--- src/rtl/regfile_pkg.sv ---
// -----------------------------------------------------------------------------
// regfile_pkg
// Shared definitions for the multi-port register file:
//   - default register width and address width
//   - ZERO_REG, the hardwired-zero register index
//   - last_hit(): picks the highest-indexed asserted port from a hit vector,
//     which is how same-address write conflicts are resolved
// -----------------------------------------------------------------------------
package regfile_pkg;

  localparam int DATA_W_DEF = 32;
  localparam int ADDR_W_DEF = 5;
  localparam int ZERO_REG   = 0;

  // Upper bound on write ports handled by last_hit(); NUM_WR must not exceed it.
  localparam int MAX_PORTS  = 16;

  // Returns the highest set bit position of hits, or -1 when none is set.
  function automatic int last_hit(input logic [MAX_PORTS-1:0] hits);
    int idx;
    idx = -1;
    for (int p = 0; p < MAX_PORTS; p++) begin
      if (hits[p]) idx = p;
    end
    return idx;
  endfunction

endpackage

--- src/rtl/regfile_scoreboard.sv ---
// -----------------------------------------------------------------------------
// regfile_scoreboard
// One busy bit per register plus a registered popcount of those bits.
// A write clears the target's bit, a claim sets it; when both hit the same
// register in one cycle the claim wins (newer producer supersedes the old).
// Register 0 is never busy.
//
// Ports:
//   clk, rst       clock, asynchronous active-low reset
//   we, wa         write-port enables / packed addresses (busy-clear sources)
//   claim_valid    reserve claim_addr for a pending producer
//   claim_addr     register to reserve
//   busy           busy vector, one bit per register
//   busy_count     number of busy registers, updated with the busy bits
// -----------------------------------------------------------------------------
module regfile_scoreboard
  import regfile_pkg::*;
#(
  parameter int ADDR_W = ADDR_W_DEF,
  parameter int NUM_WR = 2
) (
  input  logic                     clk,
  input  logic                     rst,
  input  logic [NUM_WR-1:0]        we,
  input  logic [NUM_WR*ADDR_W-1:0] wa,
  input  logic                     claim_valid,
  input  logic [ADDR_W-1:0]        claim_addr,
  output logic [2**ADDR_W-1:0]     busy,
  output logic [ADDR_W:0]          busy_count
);

  localparam int DEPTH = 2**ADDR_W;

  logic [DEPTH-1:0] r_busy;
  logic [DEPTH-1:0] w_busy_next;
  logic [ADDR_W:0]  r_count;
  logic [ADDR_W:0]  w_count_next;

  // Clears first, then the claim, so a claim overrides a same-cycle write.
  // NOTE: combinational blocks use blocking '=' and assign every output a
  // default before any conditional logic, so no latch can be inferred.
  always_comb begin
    w_busy_next = r_busy;
    for (int p = 0; p < NUM_WR; p++) begin
      if (we[p]) w_busy_next[wa[p*ADDR_W +: ADDR_W]] = 1'b0;
    end
    if (claim_valid) w_busy_next[claim_addr] = 1'b1;
    w_busy_next[ZERO_REG] = 1'b0;

    // Count the next-state bits so busy_count lands on the same edge.
    w_count_next = '0;
    for (int a = 0; a < DEPTH; a++) begin
      w_count_next = w_count_next + {{ADDR_W{1'b0}}, w_busy_next[a]};
    end
  end

  // NOTE: sequential state is updated with non-blocking '<=' so every flop
  // samples pre-edge values regardless of statement order.
  always_ff @(posedge clk or negedge rst) begin
    if (!rst) begin
      r_busy  <= '0;
      r_count <= '0;
    end else begin
      r_busy  <= w_busy_next;
      r_count <= w_count_next;
    end
  end

  assign busy       = r_busy;
  assign busy_count = r_count;

endmodule

--- src/rtl/regfile_mp.sv ---
// -----------------------------------------------------------------------------
// regfile_mp
// Parametrised multi-port register file with hardwired-zero register 0,
// prioritised multi-port writes (highest-indexed port wins on a conflict)
// and a per-register busy scoreboard for multi-cycle producers.
//
// Build option: define REGFILE_BYPASS_EN to forward same-cycle write data to
// matching read ports (and mask their busy flag unless a claim also targets
// that register). Without it, reads see array contents only.
//
// Ports:
//   clk, rst       clock, asynchronous active-low reset
//   rd_addr        NUM_RD packed read addresses
//   rd_data        NUM_RD packed read data (combinational)
//   rd_busy        busy flag of each read address
//   we, wa, wd     NUM_WR write enables / packed addresses / packed data
//   claim_valid    reserve claim_addr for a pending producer
//   claim_addr     register to reserve
//   busy_count     number of registers currently reserved
// -----------------------------------------------------------------------------
module regfile_mp
  import regfile_pkg::*;
#(
  parameter int DATA_W = DATA_W_DEF,
  parameter int ADDR_W = ADDR_W_DEF,
  parameter int NUM_RD = 2,
  parameter int NUM_WR = 2
) (
  input  logic                     clk,
  input  logic                     rst,
  input  logic [NUM_RD*ADDR_W-1:0] rd_addr,
  output logic [NUM_RD*DATA_W-1:0] rd_data,
  output logic [NUM_RD-1:0]        rd_busy,
  input  logic [NUM_WR-1:0]        we,
  input  logic [NUM_WR*ADDR_W-1:0] wa,
  input  logic [NUM_WR*DATA_W-1:0] wd,
  input  logic                     claim_valid,
  input  logic [ADDR_W-1:0]        claim_addr,
  output logic [ADDR_W:0]          busy_count
);

  localparam int DEPTH = 2**ADDR_W;

  logic [DATA_W-1:0] r_mem [DEPTH];
  logic [DEPTH-1:0]  w_busy;
  logic [DEPTH-1:0]  w_wr_en;
  logic [DATA_W-1:0] w_wr_data [DEPTH];

  // Per-register write select: the highest-indexed port targeting it wins.
  always_comb begin
    logic [MAX_PORTS-1:0] v_hits;
    int                   v_idx;
    for (int a = 0; a < DEPTH; a++) begin
      w_wr_en[a]   = 1'b0;
      w_wr_data[a] = '0;
      v_hits       = '0;
      for (int p = 0; p < NUM_WR; p++) begin
        v_hits[p] = we[p] && (wa[p*ADDR_W +: ADDR_W] == ADDR_W'(a));
      end
      v_idx = last_hit(v_hits);
      for (int p = 0; p < NUM_WR; p++) begin
        if (p == v_idx) begin
          w_wr_en[a]   = 1'b1;
          w_wr_data[a] = wd[p*DATA_W +: DATA_W];
        end
      end
    end
    w_wr_en[ZERO_REG] = 1'b0;
  end

  // NOTE: the array is built from flops, not a RAM macro, so it takes the
  // asynchronous reset; a reset mid-operation must leave nothing behind.
  always_ff @(posedge clk or negedge rst) begin
    if (!rst) begin
      for (int a = 0; a < DEPTH; a++) r_mem[a] <= '0;
    end else begin
      for (int a = 0; a < DEPTH; a++) begin
        if (w_wr_en[a]) r_mem[a] <= w_wr_data[a];
      end
    end
  end

  regfile_scoreboard #(
    .ADDR_W (ADDR_W),
    .NUM_WR (NUM_WR)
  ) u_scoreboard (
    .clk         (clk),
    .rst         (rst),
    .we          (we),
    .wa          (wa),
    .claim_valid (claim_valid),
    .claim_addr  (claim_addr),
    .busy        (w_busy),
    .busy_count  (busy_count)
  );

  always_comb begin
    logic [ADDR_W-1:0] v_addr;
`ifdef REGFILE_BYPASS_EN
    logic [MAX_PORTS-1:0] v_hits;
    int                   v_idx;
`endif
    rd_data = '0;
    rd_busy = '0;
    for (int i = 0; i < NUM_RD; i++) begin
      v_addr = rd_addr[i*ADDR_W +: ADDR_W];
      if (v_addr != ADDR_W'(ZERO_REG)) begin
        rd_data[i*DATA_W +: DATA_W] = r_mem[v_addr];
        rd_busy[i]                  = w_busy[v_addr];
`ifdef REGFILE_BYPASS_EN
        v_hits = '0;
        for (int p = 0; p < NUM_WR; p++) begin
          v_hits[p] = we[p] && (wa[p*ADDR_W +: ADDR_W] == v_addr);
        end
        v_idx = last_hit(v_hits);
        for (int p = 0; p < NUM_WR; p++) begin
          if (p == v_idx) begin
            rd_data[i*DATA_W +: DATA_W] = wd[p*DATA_W +: DATA_W];
            // The forwarded write retires the old producer; only a
            // same-cycle claim keeps the register reserved.
            rd_busy[i] = w_busy[v_addr] && claim_valid && (claim_addr == v_addr);
          end
        end
`endif
      end
    end
  end

endmodule

--- config.mk ---
export PLATFORM = sky130hd
export DESIGN_NAME = regfile_mp
export DESIGN_NICKNAME = d
export VERILOG_FILES = /design/src/rtl/regfile_pkg.sv /design/src/rtl/regfile_scoreboard.sv /design/src/rtl/regfile_mp.sv
export SDC_FILE = /design/constraint.sdc
export NUM_CORES = 2
export LEC_CHECK = 0
export ABC_CLOCK_PERIOD_IN_PS = 4400
export BUFFER_PORTS_ARGS = -buffer_cell sky130_fd_sc_hd__buf_2
export CAP_MARGIN = 0
export CORE_ASPECT_RATIO = 0.6
export CORE_UTILIZATION = 45
export DETAILED_ROUTE_END_ITERATION = 10
export PLACE_DENSITY_LB_ADDON = 0.08
export SYNTH_ARGS = -nofsm -noshare
export SYNTH_HDL_FRONTEND = slang
export SYNTH_SLANG_ARGS = --single-unit
export TNS_END_PERCENT = 100
--- constraint.sdc ---
create_clock -name clk -period 4.4 [get_ports clk]
set_input_delay 0.88 -clock clk [delete_from_list [all_inputs] [get_ports clk]]
set_output_delay 0.88 -clock clk [all_outputs]
set_load 0.05 [all_outputs]
==> metrics <==
outcome=finished, violations left; failing checks=setup timing; #FFs+latches synth=1,029; HPWL Detailed=182,000 um; WP data arrival=6.06 ns; CP Capture Type=register; Mapped Area=64,520 sq um; Power Internal=24,540 uW; first-pass GRT wire length=421,600 um; Die Y=295.3 um; Netlist cell types=53; switching pwr=13,120 uW; Ys Warns=0; Via density=6.751; Synth Instances=6,456; CP dominant cell by count=fa_1; worst vdd ir=1.166 mV; total chip power=37,660 uW; post-synthesis average cell area=9.994 sq um; Seq/Total Area, Yosys=39.91%; Setup WS post-layout=-1.011 ns; ANT nets after route=0; grt ovf=0; minimum clock period after layout=5.411 ns; LEAKAGE=0.03326 uW; row count=107; die area=145,000 sq um; GRT Util Overall=41.17%; ratio of final minimum period to clock period=123.0%; clk_lat worst skew=0.77 ns; antenna violations before repair=37; critical-path cell list=buf_6, buf_6, nor4b_4, and2_4, o21ai_4, ha_4, inv_2, fa_1, fa_1, inv_2, fa_2, fa_2, fa_1, fa_1, ha_4, inv_2, fa_2, inv_1, a21o_1, a21oi_2, xnor2_1; Worst Tran Pin Value=1.365 ns; largest net degree at the start of global routing=147; TritonCTS buffer count=110; CP Data Required Time=5.05 ns; nets=6,541; clock tree buffer depth=3; pins over their slew limit=0; pwr dens=511.5 nW/um^2; post-synthesis mux area share=29.89%; WL final=302,100 um; placed cell count=8,205; worst-case headroom to the max-slew limit=8.830%; area share of fa/ha/maj cells after synthesis=0.8881%; number of port buffers=165; final cell count without fillers=8,440; clock slew at reported path FFs=0.06 ns; TritonCTS clock tree=built; Max Clk Rate=184.8 MHz; Crit Path Class=in -> reg; H-tree levels=3; worst clock skew=0.006748 ns; die width=490.9 um; top_reg_cell synth=dfrtp_1; most frequent cells after synthesis=1,129 x nand2_1, 1,029 x dfrtp_1, 877 x mux2i_1; number of enable flip-flop cells after synthesis=0; Starting Density=45.42%; top post-synthesis cells by area=dfrtp_1 40%, mux4_2 15%, mux2i_1 14%, nand2_1 6.6%, o21ai_0 4.0%; cell with the most instances after synthesis=nand2_1; post-synth net total=6,582; Buf/Inv on CP=6; Setup crit start kind=input pin; via count=56,980; largest family of logic cells by synthesized area=multiplexers; vias in the first global route=52,370; clk sink count=1,029; Fin. Hold Viols=0; IO Pins=166; Worst path max stage delay=0.58 ns; Seq pwr share=37.8%; first drt pass iteration count=9; drt drc=0; simple-gate share of the synthesized area=11.27%; Layout area overhead=14.11%; post-synthesis xor/xnor area fraction=0.04072%; Max-Cap Viols=0; Synth area leader=dfrtp_1; Wirelength per Cell=35.79 um; family with the most delay on the worst path=adder cells; Placed Instance Area=69,580 sq um; post-synthesis compound-gate area fraction=12.89%; slowest cell on the critical path=fa_2; Post-Layout Inst Area=73,630 sq um; clock share of power=27.1%; Min-Delay Path Class=in -> reg; total negative setup slack=-4.862 ns; Net Sw Frac=34.83%; GP Congestion=0.9782; setup violators final=6; core area=142,000 sq um; top cell type's share of synthesized area=39.91%; RSZ-0062 raised after global routing=yes; largest fanout on the critical path=3; drt initial violations=9,016; fraction of registers with async set/reset=100.0%; CTS root buf=clkbuf_16; share of cells above drive strength 1=21.64%; combinational fraction of design power=35.0%
==> per-stage QoR <==
step / worst slack (ns) / utilization [%] / hold WS (ns)
6_report: -1.011 / 51.83 / 0.5232
5_1_grt: -1.101 / 51.82 / 0.5394
4_1_cts: -0.9661 / 51.73 / 0.4727
3_5_place_dp: -1.957 / 48.98 / 0.5486
3_3_place_gp: -1.975 / 48.98 / 0.5402
2_1_floorplan: -1.667 / - / 0.5241
==> routing by layer <==
| layer | up-vias | GRT usage, % | wire (um) |
|---|---|---|---|
| met5 | - | 0.7792 | 169 |
| met4 | 6 | 16.30 | 13030 |
| met3 | 689 | 16.79 | 45700 |
| met2 | 4263 | 53.90 | 118100 |
| met1 | 28810 | 59.49 | 125100 |
| li1 | 23220 | - | - |
==> worst register-to-register path, delay by kind of cell, from the launching register on <==
kind,cells,cell delay (ns)
AOI/OAI and AO/OA,3,0.39
adders and majority gates,9,3.75
and+or+nand+nor,1,0.09
DFF,1,0.38
xor gates and xnor gates,1,0.13
buffers and inverters,4,0.20
==> path summary, 6_finish.rpt <==
| check | startpoint | endpoint | slack [ns] | depth (start not counted) |
|---|---|---|---|---|
| max | wa[8] | u_scoreboard.busy_count[4]$_DFF_PN0_ | -1.01 | 21 |
| min | claim_addr[0] | u_scoreboard.busy[2]$_DFF_PN0_ | 0.52 | 4 |
| max reg2reg | u_scoreboard.busy[2]$_DFF_PN0_ | u_scoreboard.busy_count[4]$_DFF_PN0_ | -0.65 | 18 |
| min reg2reg | r_mem[273]$_DFFE_PN0P_ | r_mem[273]$_DFFE_PN0P_ | 0.56 | 2 |
| max in group asynchronous | rst | r_mem[394]$_DFFE_PN0P_ | 2.51 | 3 |
| min in group asynchronous | rst | r_mem[741]$_DFFE_PN0P_ | 0.60 | 2 |
==> power by group through the flow <==
stage | clock [uW] | combinational (uW) | sequential, uW
finish | 10200 | 13200 | 14200
global route | 10600 | 14300 | 14500
CTS | 10300 | 12600 | 14100
detailed placement | 0 | 12600 | 14200
global placement | 0 | 12500 | 14100
floorplan | 0 | 8830 | 13500
==> layout make-up <==
| class | instances | area [sq um] |
|---|---|---|
| fillers | 12630 | 68420 |
| multi-input cells | 4633 | 36090 |
| flip-flops and latches | 1029 | 25750 |
| repair buffers | 597 | 5321 |
| clock buffers | 149 | 3253 |
| well taps | 1907 | 2386 |
| clock inverters | 51 | 589.3 |
| inverters | 44 | 165.2 |
| diodes | 30 | 75.07 |
==> registers in the layout (all words and copies together), names as in the netlist <==
register	flops
r_mem	992
u_scoreboard.busy	31
u_scoreboard.busy_count	6
==> cells by family after synthesis <==
logic type | after synthesis
DFF | 1029
and+or+nand+nor | 1828
xor gates and xnor gates | 3
adders and majority gates | 32
buffers and inverters | 794
AOI/OAI and AO/OA | 1386
muxes | 1384
==> what timing repair did <==
action,4_1_cts,5_1_grt
setup buffers,3,1
hold endpoints to repair,1,0
pin swaps,4,8
hold buffers,1,0
setup endpoints to repair,7,8
resized for setup,10,17
==> cells in the final DEF, fill, tap and decap left out, types with 8 or more instances in the layout <==
cell type / count
a2111oi_0: 18
a211oi_1: 33
a21oi_1: 225
a221oi_1: 31
a22o_1: 101
a22oi_1: 14
a31oi_1: 288
a32o_1: 10
and2_1: 36
and2_4: 8
buf_12: 88
buf_2: 131
buf_4: 365
bufinv_16: 11
clkbuf_16: 113
clkbuf_8: 29
clkinv_2: 25
clkinvlp_4: 10
dfrtp_1: 1029
diode_2: 30
fa_1: 20
inv_1: 38
mux2_2: 81
mux2i_1: 877
mux4_2: 426
nand2_1: 1089
nand2_2: 14
nand2_4: 26
nor2_1: 541
nor2_4: 20
nor2b_1: 13
o21a_1: 12
o21ai_0: 515
o21ai_1: 16
o22ai_1: 61
o31ai_1: 33
or2_1: 21
Power figures use the tool's default switching activity.
